<file path="src/rtl/mod_mux_pipe_pkg.sv">
// Shared constants and helpers for the modular FFT operand-select/reduce pipeline.
// Benches use the modulus constants from here.
package mod_mux_pipe_pkg;

    localparam int          DEF_P_WIDTH    = 64;
    localparam logic [63:0] MOD_GOLDILOCKS = 64'hFFFF_FFFF_0000_0001;
    localparam logic [63:0] MOD_SMALL_17   = 64'd17;

    // Ceiling log2, but never below 1 so that a select field always has at least one bit.
    function automatic int clog2_min1(input int n);
        int w;
        w = 1;
        while ((1 << w) < n) begin
            w++;
        end
        return w;
    endfunction

endpackage

</file>
<file path="src/rtl/mod_cond_sub.sv">
// Conditional modular reduction: y = (red && x >= m) ? x - m : x.
// Inputs are assumed to be below 2m, so a single subtraction is enough.
module mod_cond_sub
    import mod_mux_pipe_pkg::*;
#(
    parameter int P_WIDTH = DEF_P_WIDTH
) (
    input  logic [P_WIDTH-1:0] x,
    input  logic [P_WIDTH-1:0] m,
    input  logic               red,
    output logic [P_WIDTH-1:0] y
);

    always_comb begin
        y = x;
        if (red && (x >= m)) begin
            y = x - m;
        end
    end

endmodule

</file>
<file path="src/rtl/mod_mux_pipe.sv">
// Pipelined N-way operand selector with optional conditional modular reduction.
// Stage 1 selects, stage 2 reduces, remaining stages are pure delay; en_in stalls everything.
module mod_mux_pipe
    import mod_mux_pipe_pkg::*;
#(
    parameter  int P_WIDTH = DEF_P_WIDTH,
    parameter  int N_IN    = 4,
    parameter  int PIPE    = 2,
    localparam int SEL_W   = clog2_min1(N_IN)
) (
    input  logic                      clk,
    input  logic                      rst,
    input  logic                      en_in,
    input  logic                      valid_in,
    input  logic [SEL_W-1:0]          sel_in,
    input  logic [N_IN*P_WIDTH-1:0]   data_in,
    input  logic [P_WIDTH-1:0]        mod_in,
    input  logic                      red_in,
    output logic [P_WIDTH-1:0]        S_out,
    output logic                      valid_out,
    output logic                      err_out
);

    typedef struct packed {
        logic [P_WIDTH-1:0] data;
        logic               red;
        logic               valid;
        logic               err;
    } sel_stage_t;

    typedef struct packed {
        logic [P_WIDTH-1:0] data;
        logic               valid;
        logic               err;
    } stage_t;

    genvar gi;

    logic [P_WIDTH-1:0] operand [N_IN];
    logic [P_WIDTH-1:0] sel_word;
    logic               sel_err;
    logic [P_WIDTH-1:0] red_word;

    sel_stage_t s1_reg;
    stage_t     s2_reg;
    stage_t     out_stage;

    generate
        for (gi = 0; gi < N_IN; gi++) begin : g_operand
            assign operand[gi] = data_in[gi*P_WIDTH +: P_WIDTH];
        end
    endgenerate

    // Out-of-range selects match no operand, so they fall through to zero.
    always_comb begin
        sel_word = '0;
        sel_err  = (32'(sel_in) >= N_IN);
        for (int k = 0; k < N_IN; k++) begin
            if (32'(sel_in) == k) begin
                sel_word = operand[k];
            end
        end
    end

    always_ff @(posedge clk or posedge rst) begin
        if (rst) begin
            s1_reg <= '0;
        end else if (en_in) begin
            s1_reg.data  <= sel_err ? '0 : sel_word;
            s1_reg.red   <= red_in;
            s1_reg.valid <= valid_in;
            s1_reg.err   <= sel_err & valid_in;
        end
    end

    mod_cond_sub #(
        .P_WIDTH (P_WIDTH)
    ) u_cond_sub (
        .x   (s1_reg.data),
        .m   (mod_in),
        .red (s1_reg.red),
        .y   (red_word)
    );

    always_ff @(posedge clk or posedge rst) begin
        if (rst) begin
            s2_reg <= '0;
        end else if (en_in) begin
            s2_reg.data  <= red_word;
            s2_reg.valid <= s1_reg.valid;
            s2_reg.err   <= s1_reg.err;
        end
    end

    generate
        for (gi = 0; gi < PIPE - 2; gi++) begin : g_dly
            stage_t d_in;
            stage_t q_reg;
            if (gi == 0) begin : g_head
                assign d_in = s2_reg;
            end else begin : g_tail
                assign d_in = g_dly[gi-1].q_reg;
            end
            always_ff @(posedge clk or posedge rst) begin
                if (rst) begin
                    q_reg <= '0;
                end else if (en_in) begin
                    q_reg <= d_in;
                end
            end
        end

        if (PIPE == 2) begin : g_out_direct
            assign out_stage = s2_reg;
        end else begin : g_out_delayed
            assign out_stage = g_dly[PIPE-3].q_reg;
        end
    endgenerate

    assign S_out     = out_stage.data;
    assign valid_out = out_stage.valid;
    assign err_out   = out_stage.err;

endmodule

</file>
<file path="config.mk">
export PLATFORM = sky130hd
export DESIGN_NAME = mod_mux_pipe
export DESIGN_NICKNAME = d
export VERILOG_FILES = /design/src/rtl/mod_mux_pipe_pkg.sv /design/src/rtl/mod_cond_sub.sv /design/src/rtl/mod_mux_pipe.sv
export SDC_FILE = /design/constraint.sdc
export NUM_CORES = 1
export LEC_CHECK = 0
export BUFFER_PORTS_ARGS = -buffer_cell sky130_fd_sc_hd__buf_2
export CORE_ASPECT_RATIO = 2
export CORE_UTILIZATION = 47
export DETAILED_ROUTE_END_ITERATION = 7
export PLACE_DENSITY = 0.81
export SLEW_MARGIN = 30
export SYNTH_ARGS = -nofsm -noshare
export SYNTH_HDL_FRONTEND = slang
export SYNTH_SLANG_ARGS = --single-unit
</file>
<file path="constraint.sdc">
create_clock -name clk -period 4.55 [get_ports clk]
set_input_delay 0.91 -clock clk [delete_from_list [all_inputs] [get_ports clk]]
set_output_delay 0.91 -clock clk [all_outputs]
set_load 0.1 [all_outputs]
</file>
After elaboration in Yosys (flattened, before gate mapping)
Index checks and enable logic that the tools add are counted.
{"block": "op_classes", "addsub": 1, "magnitude_cmp": 1, "n_eq_ne": 3, "muxes": 5, "reduce_logical": 2}
{"op": "2-to-1 mux 64 bit", "count": 5}
{"op": "greater-or-equal comparator 64 bit", "count": 1}
{"op": "subtractor 64 bit", "count": 1}
{"op": "equality test 2 bit (second input constant)", "count": 2}
{"op": "equality test 2 x 1 -> 1 bit (second input constant)", "count": 1}
{"op": "logical NOT 2 bit", "count": 1}
{"op": "logical AND 1 bit", "count": 1}
{"block": "totals", "reg_bits": 131, "inputBits": 327, "output_inout_bits": 66}

Longest topological paths before layout
{"block": "depth", "word_depth": 5, "mapped_depth": 14}

Modules after synthesis
A second synthesis with hierarchy kept.
{"block": "unflattened", "hier_cells": 1300, "area_unflattened_um2": 12370.6}
{"module": "mod_mux_pipe", "n_inst": 1, "cells_per_inst": 500, "area_each_um2": 6996.7, "seq_area_each_um2": 3278.1}
{"module": "mod_cond_sub", "n_inst": 1, "cells_per_inst": 800, "area_each_um2": 5373.9, "seq_area_each_um2": 0.0}

Least setup slack after synthesis
Ideal clock, no wire load.
{"block": "synth_timing", "path_type": "input to register", "start": "input port mod_in[33]", "end": "register s2_reg, in the netlist S_out[46]", "arrival_time_ns": 3.290, "required_time_ns": 4.413, "path_slack_ns": 1.123, "stages": 12, "cell_sequence": "inv_1 > ha_1 > a21o_1 > o21bai_1 > a221o_1 > a2111oi_2 > or3b_1 > a21oi_2 > xor2_1 > nor2_1 > a21oi_1 > a21oi_1"}
{"block": "synth_via", "elab_chain_cells": 3}
{"item": "start, declared", "line_no": "mod_mux_pipe.sv:17", "rtl": "input logic [P_WIDTH-1:0] mod_in,"}
{"item": "greater-or-equal comparator 64 bit", "line_no": "mod_cond_sub.sv:16", "rtl": "if (red && (x >= m)) begin"}
{"item": "logical AND 1 bit", "line_no": "mod_cond_sub.sv:16"}
{"item": "2-to-1 mux 64 bit *", "line_no": "mod_cond_sub.sv:16"}
{"item": "end, declared", "line_no": "mod_mux_pipe.sv:45", "rtl": "stage_t s2_reg;"}
Mark *: on every way between the ends. The rest lies on a longest branch, timed or not.
A chain may end at the register's enable or synchronous reset.

Worst setup path in the final report
{"block": "layout_timing", "start": "input port mod_in[11]", "end": "register s2_reg, in the netlist S_out[61]"}
Same word-level chain as after synthesis.

==> run metrics <==
post-DP HPWL=between 20000 and 30000 µm; Nets=approximately 2k; GRT Overall Usage=0.301; ys flop type=dfrtp_1; Simple-Gate Fraction of Synth Area=0.128; die area=24300 µm²; grt total ovfl=0; share of cells above drive strength 1=0.368; DRC viols=0; routed vias=10.9k; register-to-register path setup slack=approximately 1200 ps; post-route insts no fill=1864; clock transition at the registers of the reported paths=around 50 ps; WP data required=roughly 4900 ps; Setup Crit Path Kind=input pin to register; Syn Area/Cell=about 9.1 µm²; Tightest Pin Transition=a little under 1000 ps; Final Util=0.594; cts hold-fix bufs=0; PortBufs=slightly below 400; gate count of the mapped netlist=~1.2k; CTS Buffer Depth=2; drt total wl=between 30000 and 40000 µm; Relative slew margins=0.346; Adder-Cell Fraction of Synth Area=0.0738; fmax=roughly 280 MHz; DR pass1 iterations=5; Max Cap Violations=0; first-pass GRT wire length=approximately 57000 µm; die height=~220 µm; total CTS buffers=17; peak supply drop=~0.00047 V; io pins=393; Sink Count=about 130; Core Footprint=between 20000 and 25000 µm²; Initial Util=0.479; Std-Cell Rows=a little under 80; RSZ-0062 raised after global routing=false; Worst setup SP type=input pin; max FFs per register=between 60 and 70; largest net degree at the start of global routing=around 140; Hold WC Path Type=register to register; Reg area=roughly 3300 µm²; routed length per instance=between 15 and 20 µm; Pwr Density=approximately 450 nW/µm²; Synth top area share=0.295; Seq cells post-synth=~130; DRT antenna net count=0; largest family of logic cells by synthesized area=multiplexers; status=completed; Post-synth top cells=a21oi_1 (171), nor2_1 (132), dfrtp_1 (131); Ys Warns=0; top area cells in the synthesized netlist=dfrtp_1 (29%), mux4_2 (13%), a21oi_1 (7.7%); Area Overhead vs Synth=24.1%; number of global-route vias before repair=~11k; fin. max-slew vios=0; CTS tree=built; placed cell count=1832; initial antenna violation count=1; number of fill cells=roughly 2.0k; Root Driver=clkbuf_16; Worst-Skew Late Latency=450 ps; asr flop ratio synth=1.00; fin crit share=0.787; Leakage=6.54 nW; PostCTS Resize Cnt=0; setup bufs post-CTS=0; Via density=5.87; starting DRC count in detailed routing=slightly below 600; Post-Synth XOR/XNOR Area=0.0425; Post-synth EDFFs=0; skew final=about 10 ps; sequential share of the synthesized area=0.295; Worst Path Arrival=just under 4000 ps; syn_nets=approximately 1.6k; critical path fanouts, max=8; Post-Syn Area=roughly 11000 µm²; setup_tns=0 ps; post-route minimum period=around 3600 ps; mux cell area share after synthesis=0.209; Die Wd=roughly 110 µm; Compound-Gate Fraction of Synth Area=0.195; multi-input logic area=7210 µm²; count leader, synth=a21oi_1; Final Setup Violations=0; gp weighted congestion=between 0.9 and 1; Final Hold Fails=0; Final Hold Slack=around 470 ps; Critical Path End Type=register; Yosys cell types=between 70 and 80; H-Tree Depth=4; Synth area leader=dfrtp_1
[where the power goes]
| group | internal, W | leakage [nW] | switching [W] |
|---|---|---|---|
| Clock | 0.000843 | 0.278 | 0.000525 |
| Sequential | 0.00139 | 1.51 | 0.000171 |
| Combinational | 0.000981 | 4.75 | 0.00226 |
| Total | 0.00322 | 6.54 | 0.00296 |
[layout make-up]
cell class	count	share of cell area
Multi-Input combinational cell	934	0.522
Sequential cell	131	0.238
Timing Repair Buffer	403	0.151
Clock buffer	26	0.0355
Inverter	81	0.0226
Antenna cell	1	0.000181
Tap cell	283	0.0257
Clock inverter	5	0.00544
[logic make-up (layout without fill, tap and decap cells)]
kind of cell	after synthesis	after routing
xor+xnor	54	54
flops	131	131
fa+ha+maj	65	65
mux	144	144
compound gates	349	349
simple gates	321	321
other cells	1	2
buf+inv	154	515
[metal layers]
metal	vias to the layer above	global-route usage	wire length (µm)
met3	126	0.0393	1660
met2	452	0.562	19700
met5	-	0	0
met1	5223	0.317	13100
met4	0	0.186	1980
li1	5134	-	-
[path summary, 6_finish.rpt]
path / from / to / depth (start not counted)
worst max-delay path: mod_in[11] / S_out[61]$_DFFE_PP0P_ / 13
worst min-delay path: S_out[53]$_DFFE_PP0P_ / S_out[53]$_DFFE_PP0P_ / 1
worst max register to register: s1_reg[14]$_DFFE_PP0P_ / S_out[61]$_DFFE_PP0P_ / 11
worst min register to register: S_out[53]$_DFFE_PP0P_ / S_out[53]$_DFFE_PP0P_ / 1
max in group asynchronous: rst / s1_reg[54]$_DFFE_PP0P_ / 3
min in group asynchronous: rst / s1_reg[20]$_DFFE_PP0P_ / 2
[placed cells by master, fill, tap and decap left out, types with 9 or more instances in the layout]
| cell type | count |
|---|---|
| nand4_1 | 20 |
| nand2_1 | 92 |
| o21ai_0 | 46 |
| xor2_1 | 24 |
| nor3_1 | 17 |
| buf_2 | 389 |
| o21a_1 | 12 |
| ha_1 | 64 |
| clkbuf_16 | 17 |
| a21o_1 | 28 |
| xnor2_1 | 30 |
| buf_4 | 11 |
| nand3_1 | 22 |
| mux4_2 | 64 |
| mux2i_1 | 11 |
| nor2_1 | 132 |
| inv_1 | 79 |
| o21ai_1 | 9 |
| nand2b_1 | 11 |
| o21bai_1 | 15 |
| mux2_2 | 68 |
| a21oi_1 | 171 |
| dfrtp_1 | 131 |
[per-stage QoR]
step                      setup WS, ps  total power (W)  cell area, µm²
final                              969          0.00618           13800
after global routing               719          0.00648           13800
after CTS                         1010          0.00619           13800
after detailed placement           550          0.00480           13200
after global placement             563          0.00476           13200
after floorplan                    142          0.00404           11100
[critical path: stages]
cell	delay (ps)
buf_2	80
inv_1	50
ha_1	450
nand2_1	150
a2111oi_0	330
o21ai_1	250
a2111oi_2	520
o21ai_1	170
nand2_1	130
a221o_2	220
o311a_1	190
mux2_1	330
a31oi_1	170
Power figures use the tool's default switching activity.
